`config.mk`:
```
export PLATFORM = sky130hd
export DESIGN_NAME = router_port_arbiter
export DESIGN_NICKNAME = d
export VERILOG_FILES = /design/src/rtl/router_port_arbiter_pkg.sv /design/src/rtl/router_port_arbiter_rr_arbiter.sv /design/src/rtl/router_port_arbiter.sv
export SDC_FILE = /design/constraint.sdc
export NUM_CORES = 1
export LEC_CHECK = 0
export BUFFER_PORTS_ARGS = -buffer_cell sky130_fd_sc_hd__clkbuf_2
export CAP_MARGIN = 15
export CORE_ASPECT_RATIO = 0.9
export CORE_MARGIN = 1.5
export CORE_UTILIZATION = 46
export DETAILED_ROUTE_END_ITERATION = 8
export PLACE_DENSITY = 0.87
export SYNTH_ARGS = -nofsm -noshare
export SYNTH_HDL_FRONTEND = slang
export SYNTH_SLANG_ARGS = --single-unit
```
`constraint.sdc`:
```
create_clock -name clk -period 4.8 [get_ports clk]
set_clock_uncertainty 0.15 [all_clocks]
set_input_delay 0.48 -clock clk [delete_from_list [all_inputs] [get_ports clk]]
set_output_delay 0.48 -clock clk [all_outputs]
set_load 0.01 [all_outputs]
```
`src/rtl/router_port_arbiter_pkg.sv`:
```
// Shared flit-format definitions and arbiter state type for the router output-port allocator.
package router_port_arbiter_pkg;

  localparam int unsigned FLIT_WIDTH  = 32;
  localparam int unsigned FLIT_TYPE_W = 2;

  // Flit type lives in the top FLIT_TYPE_W bits of every flit.
  localparam logic [FLIT_TYPE_W-1:0] FLIT_HEAD   = 2'b10;
  localparam logic [FLIT_TYPE_W-1:0] FLIT_BODY   = 2'b00;
  localparam logic [FLIT_TYPE_W-1:0] FLIT_TAIL   = 2'b01;
  localparam logic [FLIT_TYPE_W-1:0] FLIT_SINGLE = 2'b11;

  typedef enum logic {
    StIdle,
    StLocked
  } arb_state_e;

endpackage

```
`src/rtl/router_port_arbiter_rr_arbiter.sv`:
```
// Combinational round-robin picker: first asserted request searching upward from ptr+1 with wrap.
module rr_arbiter #(
  parameter int unsigned N = 4,
  localparam int unsigned IdxW = (N > 1) ? $clog2(N) : 1
) (
  input  logic [N-1:0]    req,
  input  logic [IdxW-1:0] ptr,
  output logic [N-1:0]    gnt,
  output logic [IdxW-1:0] idx
);

  logic found;

  always_comb begin
    gnt   = '0;
    idx   = '0;
    found = 1'b0;
    for (int k = 0; k < int'(N); k++) begin
      for (int i = 0; i < int'(N); i++) begin
        if (!found && req[i] && (i == ((int'(ptr) + 1 + k) % int'(N)))) begin
          found  = 1'b1;
          gnt[i] = 1'b1;
          idx    = IdxW'(i);
        end
      end
    end
  end

endmodule

```
`src/rtl/router_port_arbiter.sv`:
```
// Output-port allocator: round-robin pick, wormhole lock from HEAD to TAIL, registered flit output.
module router_port_arbiter
  import router_port_arbiter_pkg::*;
#(
  parameter int unsigned NUM_REQ    = 4,
  parameter int unsigned DATA_WIDTH = FLIT_WIDTH
) (
  input  logic                          clk,
  input  logic                          rst_n,
  input  logic [NUM_REQ*DATA_WIDTH-1:0] REQ_DATA_IN,
  input  logic [NUM_REQ-1:0]            REQ_VALID_IN,
  output logic [NUM_REQ-1:0]            REQ_POP_OUT,
  output logic [DATA_WIDTH-1:0]         DATA_OUT,
  output logic                          DATA_VALID_OUT,
  input  logic                          FULL_IN,
  output logic [NUM_REQ-1:0]            GRANT_OUT,
  output logic                          ERR_OUT
);

  localparam int unsigned IdxW = (NUM_REQ > 1) ? $clog2(NUM_REQ) : 1;
  localparam logic [IdxW-1:0] LastIdx = IdxW'(NUM_REQ - 1);

  arb_state_e state_q, state_d;
  logic [IdxW-1:0]       rr_ptr_q, rr_ptr_d;
  logic [IdxW-1:0]       owner_q, owner_d;
  logic [DATA_WIDTH-1:0] data_q, data_d;
  logic                  valid_q, valid_d;
  logic                  err_q, err_d;

  logic [NUM_REQ-1:0]    arb_gnt;
  logic [IdxW-1:0]       arb_idx;
  logic [IdxW-1:0]       cand;
  logic                  cand_vld;
  logic                  fire;
  logic [DATA_WIDTH-1:0] cand_data;
  logic [FLIT_TYPE_W-1:0] cand_type;

  rr_arbiter #(
    .N (NUM_REQ)
  ) u_rr_arbiter (
    .req (REQ_VALID_IN),
    .ptr (rr_ptr_q),
    .gnt (arb_gnt),
    .idx (arb_idx)
  );

  always_comb begin
    if (state_q == StLocked) begin
      cand     = owner_q;
      cand_vld = REQ_VALID_IN[owner_q];
    end else begin
      cand     = arb_idx;
      cand_vld = |arb_gnt;
    end
    // No dequeue while reset is held so every output reads zero during reset.
    fire      = cand_vld & ~FULL_IN & rst_n;
    cand_data = '0;
    for (int i = 0; i < int'(NUM_REQ); i++) begin
      if (cand == IdxW'(i)) cand_data = REQ_DATA_IN[i*DATA_WIDTH +: DATA_WIDTH];
    end
    cand_type = cand_data[DATA_WIDTH-1 -: FLIT_TYPE_W];
  end

  always_comb begin
    REQ_POP_OUT = '0;
    GRANT_OUT   = '0;
    for (int i = 0; i < int'(NUM_REQ); i++) begin
      if (cand == IdxW'(i)) REQ_POP_OUT[i] = fire;
      if ((state_q == StLocked) && (owner_q == IdxW'(i))) GRANT_OUT[i] = 1'b1;
    end
  end

  always_comb begin
    state_d  = state_q;
    rr_ptr_d = rr_ptr_q;
    owner_d  = owner_q;
    data_d   = data_q;
    valid_d  = 1'b0;
    err_d    = err_q;
    if (fire) begin
      data_d  = cand_data;
      valid_d = 1'b1;
      case (state_q)
        StIdle: begin
          if (cand_type == FLIT_HEAD) begin
            state_d = StLocked;
            owner_d = cand;
          end else begin
            // Stray BODY/TAIL is forwarded like a SINGLE but flagged.
            rr_ptr_d = cand;
            if (cand_type != FLIT_SINGLE) err_d = 1'b1;
          end
        end
        StLocked: begin
          if (cand_type == FLIT_TAIL) begin
            state_d  = StIdle;
            rr_ptr_d = owner_q;
          end else if (cand_type != FLIT_BODY) begin
            err_d = 1'b1;
          end
        end
        default: state_d = StIdle;
      endcase
    end
  end

  always_ff @(posedge clk or negedge rst_n) begin
    if (!rst_n) begin
      state_q  <= StIdle;
      rr_ptr_q <= LastIdx;
      owner_q  <= '0;
      data_q   <= '0;
      valid_q  <= 1'b0;
      err_q    <= 1'b0;
    end else begin
      state_q  <= state_d;
      rr_ptr_q <= rr_ptr_d;
      owner_q  <= owner_d;
      data_q   <= data_d;
      valid_q  <= valid_d;
      err_q    <= err_d;
    end
  end

  assign DATA_OUT       = data_q;
  assign DATA_VALID_OUT = valid_q;
  assign ERR_OUT        = err_q;

endmodule

```
==> impl_metrics.tcl, run 1 <==
set metrics [dict create \
    cts.sinks 39 \
    drive_gt1_share_pct 35.2 \
    crit_type "reg2out" \
    dp_hpwl_um 5820 \
    die_h_um 75.1 \
    rows 26 \
    p_per_area_nw_per_um2 591 \
    grt_overflow 0 \
    cp_max_fo 37 \
    routedWlPerCell_um 11.7 \
    synthCells 405 \
    layout_commonest_cell "nand2_1" \
    final_cell_mix "nand2_1, clkbuf_2, o21ai_0" \
    fin_hold_ws_ns 0.0971 \
    drc 0 \
    cts_tree "yes" \
    synth_edf_count 0 \
    p_leak_nw 2.05 \
    async_reset_ff_share_pct 100 \
    yosys_warnings 0 \
    irDropWorstVdd_v 0.000354 \
    cp.required_ns 4.17 \
    slew_headroom_pct 36.0 \
    status "finished, final reports clean" \
    ys_ff_latch 39 \
    finalCritPeriodShare_pct 69.3 \
    end_kind "output port" \
    syn_to_final_growth_pct 37.6 \
    post_cts_buffers 0 \
    syn-num-nets 540 \
    io_pins 177 \
    grt_pass1_wl_um 12300 \
    finalSetupViolCount 0 \
    setup_tns_ns 0 \
    grt_pass1_vias 2845 \
    grt_use_total_pct 24.1 \
    wirelength_um 7410 \
    design_area_um2 3660 \
    drt_iter0_markers 168 \
    first_pass_iters 4 \
    max_freq_mhz 301 \
    cts_resized 0 \
    vias 3159 \
    min_path_type "in2async" \
    cts_buffer_depth 2 \
    cp.arrival_ns 2.70 \
    start_kind "flip-flop" \
    place_inst 625 \
    syn-cell-area_um2 2660 \
    rsz0062_at_grt "no" \
    htreeDepth 2 \
    final_nets 697 \
    placed_area_um2 3560 \
    fin_util_pct 65.0 \
    min_period_ns 3.33 \
    core_um2 5630 \
    synth-main-ff-cell "dfrtp_1" \
    gp_congestion 0.824 \
    synth.yosys.seq_area_share_pct 36.8 \
    cts-root-buf "clkbuf_8" \
    cts.clk_slew.worst_paths_ns 0.07 \
    finalMaxSlewViolations 0 \
    initial_utilization_pct 47.2 \
    ant_nets 0 \
    dieWidth_um 83.1 \
    avgSynthCellArea_um2 6.56 \
    port_buffers 176 \
    fillCellCount 500 \
    yosysUniqueCellTypes 36 \
    fin_cells 633 \
    hold_viol_final 0 \
    insertion_delay_ns 0.28 \
    grt_max_degree 68 \
    die_area_um2 6250 \
    drv_cap 0 \
    cts_hold_buf 0 \
    numCtsBuffers 5 \
    antenna_found_initial 0 \
    diodes 0 \
    viasPerCell 4.99 \
    worst_pin_slew_ns 0.960 \
]
## routing by layer
| metal | vias to the layer above | wire length (µm) | GRT usage [%] |
|---|---|---|---|
| met5 | - | 0 | 0 |
| met4 | 0 | 58 | 7.96 |
| met3 | 6 | 562 | 4.93 |
| met2 | 140 | 3660 | 45.1 |
| met1 | 1371 | 3120 | 28.3 |
| li1 | 1642 | - | - |
## power by group
| group | internal [mW] | switching [mW] |
|---|---|---|
| Sequential | 0.485 | 0.120 |
| Combinational | 0.493 | 0.830 |
| Clock | 0.131 | 0.101 |
## final timing paths
check,start,endpoint,slack [ns],depth (start not counted)
worst max-delay path,state_q,REQ_POP_OUT[2],1.47,6
worst min-delay path,rst_n,DATA_OUT[31],0.1,2
worst max register to register,state_q,owner_q[1],1.70,7
worst min register to register,ERR_OUT,ERR_OUT,0.32,1
max in group asynchronous,rst_n,rr_ptr_q[0],4.05,2
min in group clk,ERR_OUT,ERR_OUT,0.32,1
## sequential cells by signal, indices dropped and copies added (netlist names)
signal	cells
DATA_OUT	32
owner_q	2
rr_ptr_q	2
DATA_VALID_OUT	1
ERR_OUT	1
state_q	1
## synthesized netlist by cell type, types with 3 or more instances
master / n / area share [%]
nand2_1: 190 / 27
o21ai_0: 61 / 11
dfrtp_1: 37 / 35
nand3_1: 30 / 5.6
clkbuf_1: 25 / 3.5
nor2_1: 15 / 2.1
mux2i_1: 5 / 1.9
a21oi_1: 3 / 0.56
buf_1: 3 / 0.42
## logic make-up (layout without fill, tap and decap cells)
group                  count (synthesis)  count (layout)  share of synthesized area, %
AO/OA/AOI/OAI                         77              77                          16.7
XOR/XNOR                               1               1                         0.329
buffers and inverters                 34             192                          5.18
flip-flops                            39              39                          36.8
multiplexers                           9               9                          4.00
AND/OR/NAND/NOR                      245             245                          37.0
## cell type report
type                       instances  area [µm²]  share of cell area [%]
timing repair buffer             181         918                    25.1
multi-input combinational        332        1560                    42.7
inverter                           3        11.3                   0.308
sequential                        39         978                    26.7
clock buffer                       8         100                    2.74
tap                               70        87.6                    2.39
## per-stage QoR
stage / power [mW] / worst slack (ns)
final: 2.16 / 1.47
after global routing: 2.41 / 1.20
after CTS: 2.18 / 1.48
after detailed placement: 1.95 / 1.60
after global placement: 1.89 / 1.73
after floorplan: 1.53 / 2.06
## worst max-delay path: stages, from the launching register on
cell	delay [ns]
dfrtp_1	0.60
nor2_1	0.33
a32o_2	0.66
buf_4	0.44
nand2_1	0.12
nor2_1	0.10
clkbuf_2	0.15
(Power assumes the default switching activity.)
==> run 2: changes to the inputs <==
--- a/config.mk
+++ b/config.mk
@@ -5,13 +5,14 @@
 export SDC_FILE = /design/constraint.sdc
 export NUM_CORES = 1
 export LEC_CHECK = 0
+export ABC_AREA = 1
 export BUFFER_PORTS_ARGS = -buffer_cell sky130_fd_sc_hd__clkbuf_2
 export CAP_MARGIN = 15
 export CORE_ASPECT_RATIO = 0.9
 export CORE_MARGIN = 1.5
-export CORE_UTILIZATION = 46
+export CORE_UTILIZATION = 38
 export DETAILED_ROUTE_END_ITERATION = 8
-export PLACE_DENSITY = 0.87
+export PLACE_DENSITY = 0.77
 export SYNTH_ARGS = -nofsm -noshare
 export SYNTH_HDL_FRONTEND = slang
 export SYNTH_SLANG_ARGS = --single-unit
==> constraint.sdc (replaced) <==
create_clock -name clk -period 2.7 [get_ports clk]
set_clock_uncertainty 0.15 [all_clocks]
set_input_delay 0.27 -clock clk [delete_from_list [all_inputs] [get_ports clk]]
set_output_delay 0.27 -clock clk [all_outputs]
set_load 0.01 [all_outputs]
==> run 2 against run 1 <==
  * The flow now finishes with violations (setup timing)
  * Final area rose by 26%
  * Register-to-register slack got worse by 2.0 ns
  * Setup slack got worse by 1.8 ns
  * Core utilization rose by 4.2 points
  * Sequential power rose by 82%
  * Worst hold slack got worse by 0.043 ns
  * Power rose to 2.7 times the previous value
  * Via count rose by 15%
  * Count of clock-buffer cells in the layout fell by 2
  * Largest power group unchanged
==> impl_metrics.tcl, run 2 <==
set metrics [dict create \
    syn-num-nets 497 \
    grtUsageMet1_pct 30.1 \
    min_period_ns 3.05 \
    max_freq_mhz 328 \
    hold_end "DATA_OUT[0]" \
    grt_max_degree 40 \
    setup_tns_ns -7.83 \
    slowest_stage "dfstp_2" \
    seq_power_share_pct 18.7 \
    grt_pass1_vias 3321 \
    synthCells 362 \
    violations "setup timing" \
    synth_edf_count 0 \
    initial_utilization_pct 39.8 \
    largest_reg_flops 32 \
    diodes 0 \
    routedWlPerCell_um 15.8 \
    fin_cells 668 \
    wirelength_um 10600 \
    p_comb_share_pct 72.6 \
    insertion_delay_ns 0.29 \
    busiest_layer "met2" \
    grt_overflow 0 \
    rr_worst_depth 21 \
    cp_cell_sequence "inv_1 -> nor2_1 -> inv_1 -> nor2_2 -> nor2_4 -> nand4_1 -> nand2_1 -> nor2_1 -> nand2_2 -> a21oi_4 -> nand2_2 -> nor2_2 -> buf_2" \
    hold_path_depth 3 \
    htreeDepth 2 \
    cts.clk_slew.worst_paths_ns 0.08 \
    antenna_found_initial 0 \
    place_inst 642 \
    yosys.area_share.simple_pct 32.9 \
    p_per_area_nw_per_um2 1280 \
    synth-xor-area-share_pct 0 \
    yosysMostFrequentCell "nand2_1" \
    finalCritPeriodShare_pct 113 \
    cts-root-buf "clkbuf_8" \
    critPathTopFamily "simple AND/OR/NAND/NOR gates" \
    p_sw_share_pct 47.6 \
    finalSetupViolCount 42 \
    cp.arrival_ns 2.63 \
    synth_top_area_share_pct 35.0 \
    synthAdderAreaFrac_pct 0 \
    design_area_um2 4600 \
    cts_tree "yes" \
    synth_top_family_by_area "simple AND/OR/NAND/NOR gates" \
    core_um2 6660 \
    synth_compound_area_share_pct 23.1 \
    grt_use_met3_pct 4.58 \
    first_pass_iters 5 \
    use_met2_pct 45.7 \
    synth.area.top_cells "dfrtp_1, nand2_1, o22ai_1" \
    synth_common_cells "nand2_1, dfrtp_1, o22ai_1, a21oi_1, inv_1" \
    port_buffers 176 \
    avgSynthCellArea_um2 7.31 \
    grt_pass1_wl_um 14900 \
    min_path_type "in2reg" \
    r2r_start "rr_ptr_q[1]" \
    die_h_um 82.2 \
    place_ws_ns -0.228 \
    yosysUniqueCellTypes 35 \
    io_pins 177 \
    synth_mux_area_share_pct 0 \
    drc 0 \
    async_reset_ff_share_pct 100 \
    crit_type "reg2out" \
    yosys_warnings 0 \
    finalMaxSlewViolations 0 \
    drt_iter0_markers 202 \
    dieWidth_um 91.0 \
    grt_use_total_pct 25.0 \
    irDropWorstVdd_v 0.000496 \
    slew_headroom_pct 66.7 \
    final_cell_mix "clkbuf_2, nand2_1, dfrtp_1" \
    end_kind "output port" \
    numCtsBuffers 5 \
    crit_buf_inv 3 \
    start_kind "flip-flop" \
    fin_util_pct 69.2 \
    cts.sinks 39 \
    hold_viol_final 0 \
    vias 3625 \
    rsz0062_at_grt "yes" \
    cp_max_fo 9 \
    gp_congestion 0.927 \
    worst_pin_slew_ns 0.500 \
    final_nets 712 \
    dp_hpwl_um 7210 \
    cts_buffer_depth 2 \
    die_area_um2 7470 \
    drv_cap 0 \
    cp.required_ns 2.28 \
    p_leak_nw 2.20 \
    syn-cell-area_um2 2650 \
    r2r-end "DATA_OUT[14]" \
    drive_gt1_share_pct 60.2 \
    ys_ff_latch 39 \
    placed_area_um2 3850 \
    p_int_mw 3.10 \
    syn_to_final_growth_pct 74.0 \
    cpPeakStageDelay_ns 0.57 \
    synth_top_area_cell "dfrtp_1" \
    viasPerCell 5.43 \
    ant_nets 0 \
    synth-main-ff-cell "dfrtp_1" \
    synth.yosys.seq_area_share_pct 37.0 \
    holdCritStartpoint "REQ_DATA_IN[96]" \
    layout_commonest_cell "clkbuf_2" \
    fin_ws_ns -0.349 \
    reg2reg_setup_slack_ns -0.30 \
    power_switching_mw 2.82 \
    status "finished with violations" \
    rows 28 \
    clock_power_share_pct 8.7 \
]
==> run 2: cell types whose count changed after synthesis, sizes merged, moves of 6 or more <==
cell	previous run	this run
a21oi	3	24
a41oi	0	16
clkbuf	25	7
inv	3	23
mux2i	6	0
nand2	191	123
nand3	30	18
nand4	0	13
nor2	15	25
o21ai	63	20
o22ai	0	27
==> run 2: layer usage <==
layer	vias up	part of all wire, %
met3	29	7.6
met1	1701	39
li1	1704	-
met5	-	0
met4	0	1.9
met2	191	51
==> run 2: how the worst max path moves through the flow <==
stage / endpoint / start / cells past startpoint
after floorplan: state_q / rr_ptr_q[0] / 19
after global placement: DATA_OUT[8] / rr_ptr_q[0] / 16
after detailed placement: DATA_OUT[24] / rr_ptr_q[1] / 15
after CTS: REQ_POP_OUT[2] / rr_ptr_q[1] / 18
after global routing: REQ_POP_OUT[2] / rr_ptr_q[1] / 18
final: REQ_POP_OUT[1] / rr_ptr_q[0] / 13
==> run 2: metrics by stage <==
| step | hold slack [ns] | power, mW |
|---|---|---|
| 6_report | 0.0540 | 5.91 |
| 3_5_place_dp | 0.270 | 4.31 |
| 4_1_cts | 0.0550 | 5.04 |
| 2_1_floorplan | -0.176 | 3.03 |
| 3_3_place_gp | 0.261 | 4.25 |
| 5_1_grt | 0.0586 | 6.29 |
==> run 2: layout make-up <==
class	count	area, µm²
inverters	24	98.8
clock inverters	2	35.0
flip-flops and latches	39	978
fillers	561	2050
clock buffers	6	82.6
multi-input cells	282	1910
repair buffers	225	1390
well taps	90	113
==> run 2: tightest hold or removal path: stages <==
cell	delay, ns
clkbuf_2	0.08
nand2_1	0.05
nand3_1	0.07
==> run 2: power groups by stage <==
stage               Clock (mW)  Combinational, mW  Sequential, mW
floorplan                    0               1.86            1.17
global placement             0               3.17            1.07
detailed placement           0               3.24            1.08
CTS                      0.520               3.44            1.08
global route             0.542               4.62            1.13
finish                   0.515               4.29            1.10
==> run 2: logic make-up (layout without fill, tap and decap cells) <==
logic type,after synthesis,in the layout
flops,39,39
buf+inv,41,257
simple gates,186,186
compound gates,96,96
==> run 2: what timing repair did <==
item                                   CTS  global route
pin swaps                                9            29
setup endpoints to repair               41            42
setup buffers                           10             6
hold buffers                             1             0
endpoints found under the hold margin   37             0
gates resized for setup                 17           112
gates cloned                             0             1
==> run 3: changes to the inputs <==
--- a/config.mk
+++ b/config.mk
@@ -13,6 +13,7 @@
 export CORE_UTILIZATION = 38
 export DETAILED_ROUTE_END_ITERATION = 8
 export PLACE_DENSITY = 0.77
+export SETUP_SLACK_MARGIN = 0.1
 export SYNTH_ARGS = -nofsm -noshare
 export SYNTH_HDL_FRONTEND = slang
 export SYNTH_SLANG_ARGS = --single-unit
==> constraint.sdc (replaced) <==
create_clock -name clk -period 2.7 [get_ports clk]
set_clock_uncertainty 0.15 [all_clocks]
set_input_delay 0.27 -clock clk [delete_from_list [all_inputs] [get_ports clk]]
set_output_delay 0.27 -clock clk [all_outputs]
set_load 0.05 [all_outputs]
==> run 3 against run 2 <==
  * The run still ends with setup timing left
  * Clock power fell by 14%
  * Non-clock buffer count unchanged
  * Critical path depth rose by 4
  * Sequential power about the same
  * Flip-flop and latch count did not move
  * Worst hold slack gained 0.0022 ns
  * Core utilization is 1.3 points lower
  * Highest routed layer unchanged
==> impl_metrics.tcl, run 3 (synthesized netlist as in run 2, its figures left out) <==
set metrics [dict create \
    dp_hpwl_um 7310 \
    violations "setup timing" \
    hold_viol_final 0 \
    status "finished with violations" \
    diodes 0 \
    cts_buffer_depth 2 \
    multi_input_area_um2 1790 \
    grt_pass1_wl_um 15400 \
    htreeDepth 2 \
    fin_hold_ws_ns 0.0562 \
    io_pins 177 \
    grt_use_total_pct 26.0 \
    finalCritPeriodShare_pct 114 \
    antenna_found_initial 0 \
    final_cell_mix "clkbuf_2, nand2_1, dfrtp_1" \
    grt_max_degree 40 \
    setup_tns_ns -8.87 \
    drv_cap 0 \
    routedWlPerCell_um 16.1 \
    gp_congestion 0.920 \
    cts_tree "yes" \
    grt_pass1_vias 3333 \
    die_h_um 82.2 \
    cp.arrival_ns 2.65 \
    first_pass_iters 5 \
    fin_ws_ns -0.368 \
    dieWidth_um 91.0 \
    irDropWorstVdd_v 0.000760 \
    reg2reg_setup_slack_ns -0.34 \
    viasPerCell 5.44 \
    largest_reg_flops 32 \
    layout_commonest_cell "clkbuf_2" \
    min_path_type "in2reg" \
    finalSetupViolCount 42 \
    drt_iter0_markers 187 \
    max_freq_mhz 326 \
    start_kind "flip-flop" \
    die_area_um2 7470 \
    design_area_um2 4520 \
    ant_nets 0 \
    core_um2 6660 \
    vias 3636 \
    fillCellCount 551 \
    min_period_ns 3.07 \
    syn_to_final_growth_pct 70.8 \
    rsz0062_at_grt "yes" \
    cts.sinks 39 \
    drive_gt1_share_pct 53.6 \
    crit_type "reg2out" \
    final_nets 712 \
    port_buffers 176 \
    cts-root-buf "clkbuf_8" \
    end_kind "output port" \
    drc 0 \
    initial_utilization_pct 39.8 \
    slew_headroom_pct 63.7 \
    placed_area_um2 3850 \
    cts.clk_slew.worst_paths_ns 0.08 \
    numCtsBuffers 5 \
    grt_overflow 0 \
    worst_pin_slew_ns 0.544 \
    regArea_um2 978 \
    rows 28 \
    finalMaxSlewViolations 0 \
    insertion_delay_ns 0.28 \
    cp_max_fo 5 \
    p_per_area_nw_per_um2 1440 \
    p_leak_nw 2.22 \
    wirelength_um 10700 \
    cp.required_ns 2.28 \
]
-- run 3: worst paths after layout --
path | start | end | depth (start not counted)
setup / recovery | rr_ptr_q[0] | REQ_POP_OUT[3] | 17
hold / removal | REQ_DATA_IN[96] | DATA_OUT[0] | 3
setup reg to reg | rr_ptr_q[0] | state_q | 20
hold reg to reg | ERR_OUT | ERR_OUT | 1
max in group asynchronous | rst_n | rr_ptr_q[1] | 3
min in group asynchronous | rst_n | DATA_OUT[5] | 3
-- run 3: cell type report --
| type | instances | share of cell area (%) |
|---|---|---|
| clock inverters | 1 | 0.166 |
| well taps | 90 | 2.49 |
| clock buffers | 7 | 2.13 |
| repair buffers | 225 | 31.6 |
| flip-flops and latches | 39 | 21.7 |
| inverters | 24 | 2.21 |
| multi-input cells | 282 | 39.7 |
-- run 3: repair_timing --
action,CTS,global route
pin swaps,12,27
setup buffers,10,8
setup endpoints to repair,42,42
hold buffers,1,0
endpoints found under the hold margin,37,0
resized for setup,28,52
cloned,0,3
-- run 3: through the flow --
stage	worst slack [ns]	std cells	utilization (%)	power, mW
after floorplan	0.0376	362	-	3.97
after global placement	-0.0747	638	57.8	5.07
after detailed placement	-0.166	638	57.8	5.13
after CTS	-0.322	657	62.1	5.89
after global routing	-0.525	668	67.9	6.90
final	-0.368	668	67.9	6.51
-- run 3: metal layers --
metal | track usage (%) | share of wire (%) | up-vias
li1 | - | - | 1697
met1 | 32.8 | 38 | 1692
met4 | 9.22 | 1.8 | 0
met2 | 45.6 | 52 | 227
met3 | 4.21 | 8.3 | 20
met5 | 0 | 0 | -
-- run 3: critical path, cell delays in order (launching register included) --
cell	delay, ns
dfstp_2	0.62
inv_2	0.06
nand3_2	0.07
nand2_2	0.08
nor2_4	0.15
nand4_4	0.13
nor2_4	0.14
nand4_4	0.11
nor2_1	0.17
nor2_1	0.09
nand2_1	0.08
nand2_2	0.08
nand2_4	0.14
nand2_4	0.08
inv_4	0.06
nand2_4	0.05
clkinvlp_4	0.09
clkbuf_16	0.16
-- run 3: report_power, final --
part / total (mW) / leakage [nW] / switching [mW] / internal [mW]
registers: 1.13 / 0.440 / 0.248 / 0.885
logic: 4.93 / 1.73 / 3.11 / 1.82
clock network: 0.441 / 0.0505 / 0.209 / 0.233
total: 6.51 / 2.22 / 3.57 / 2.94
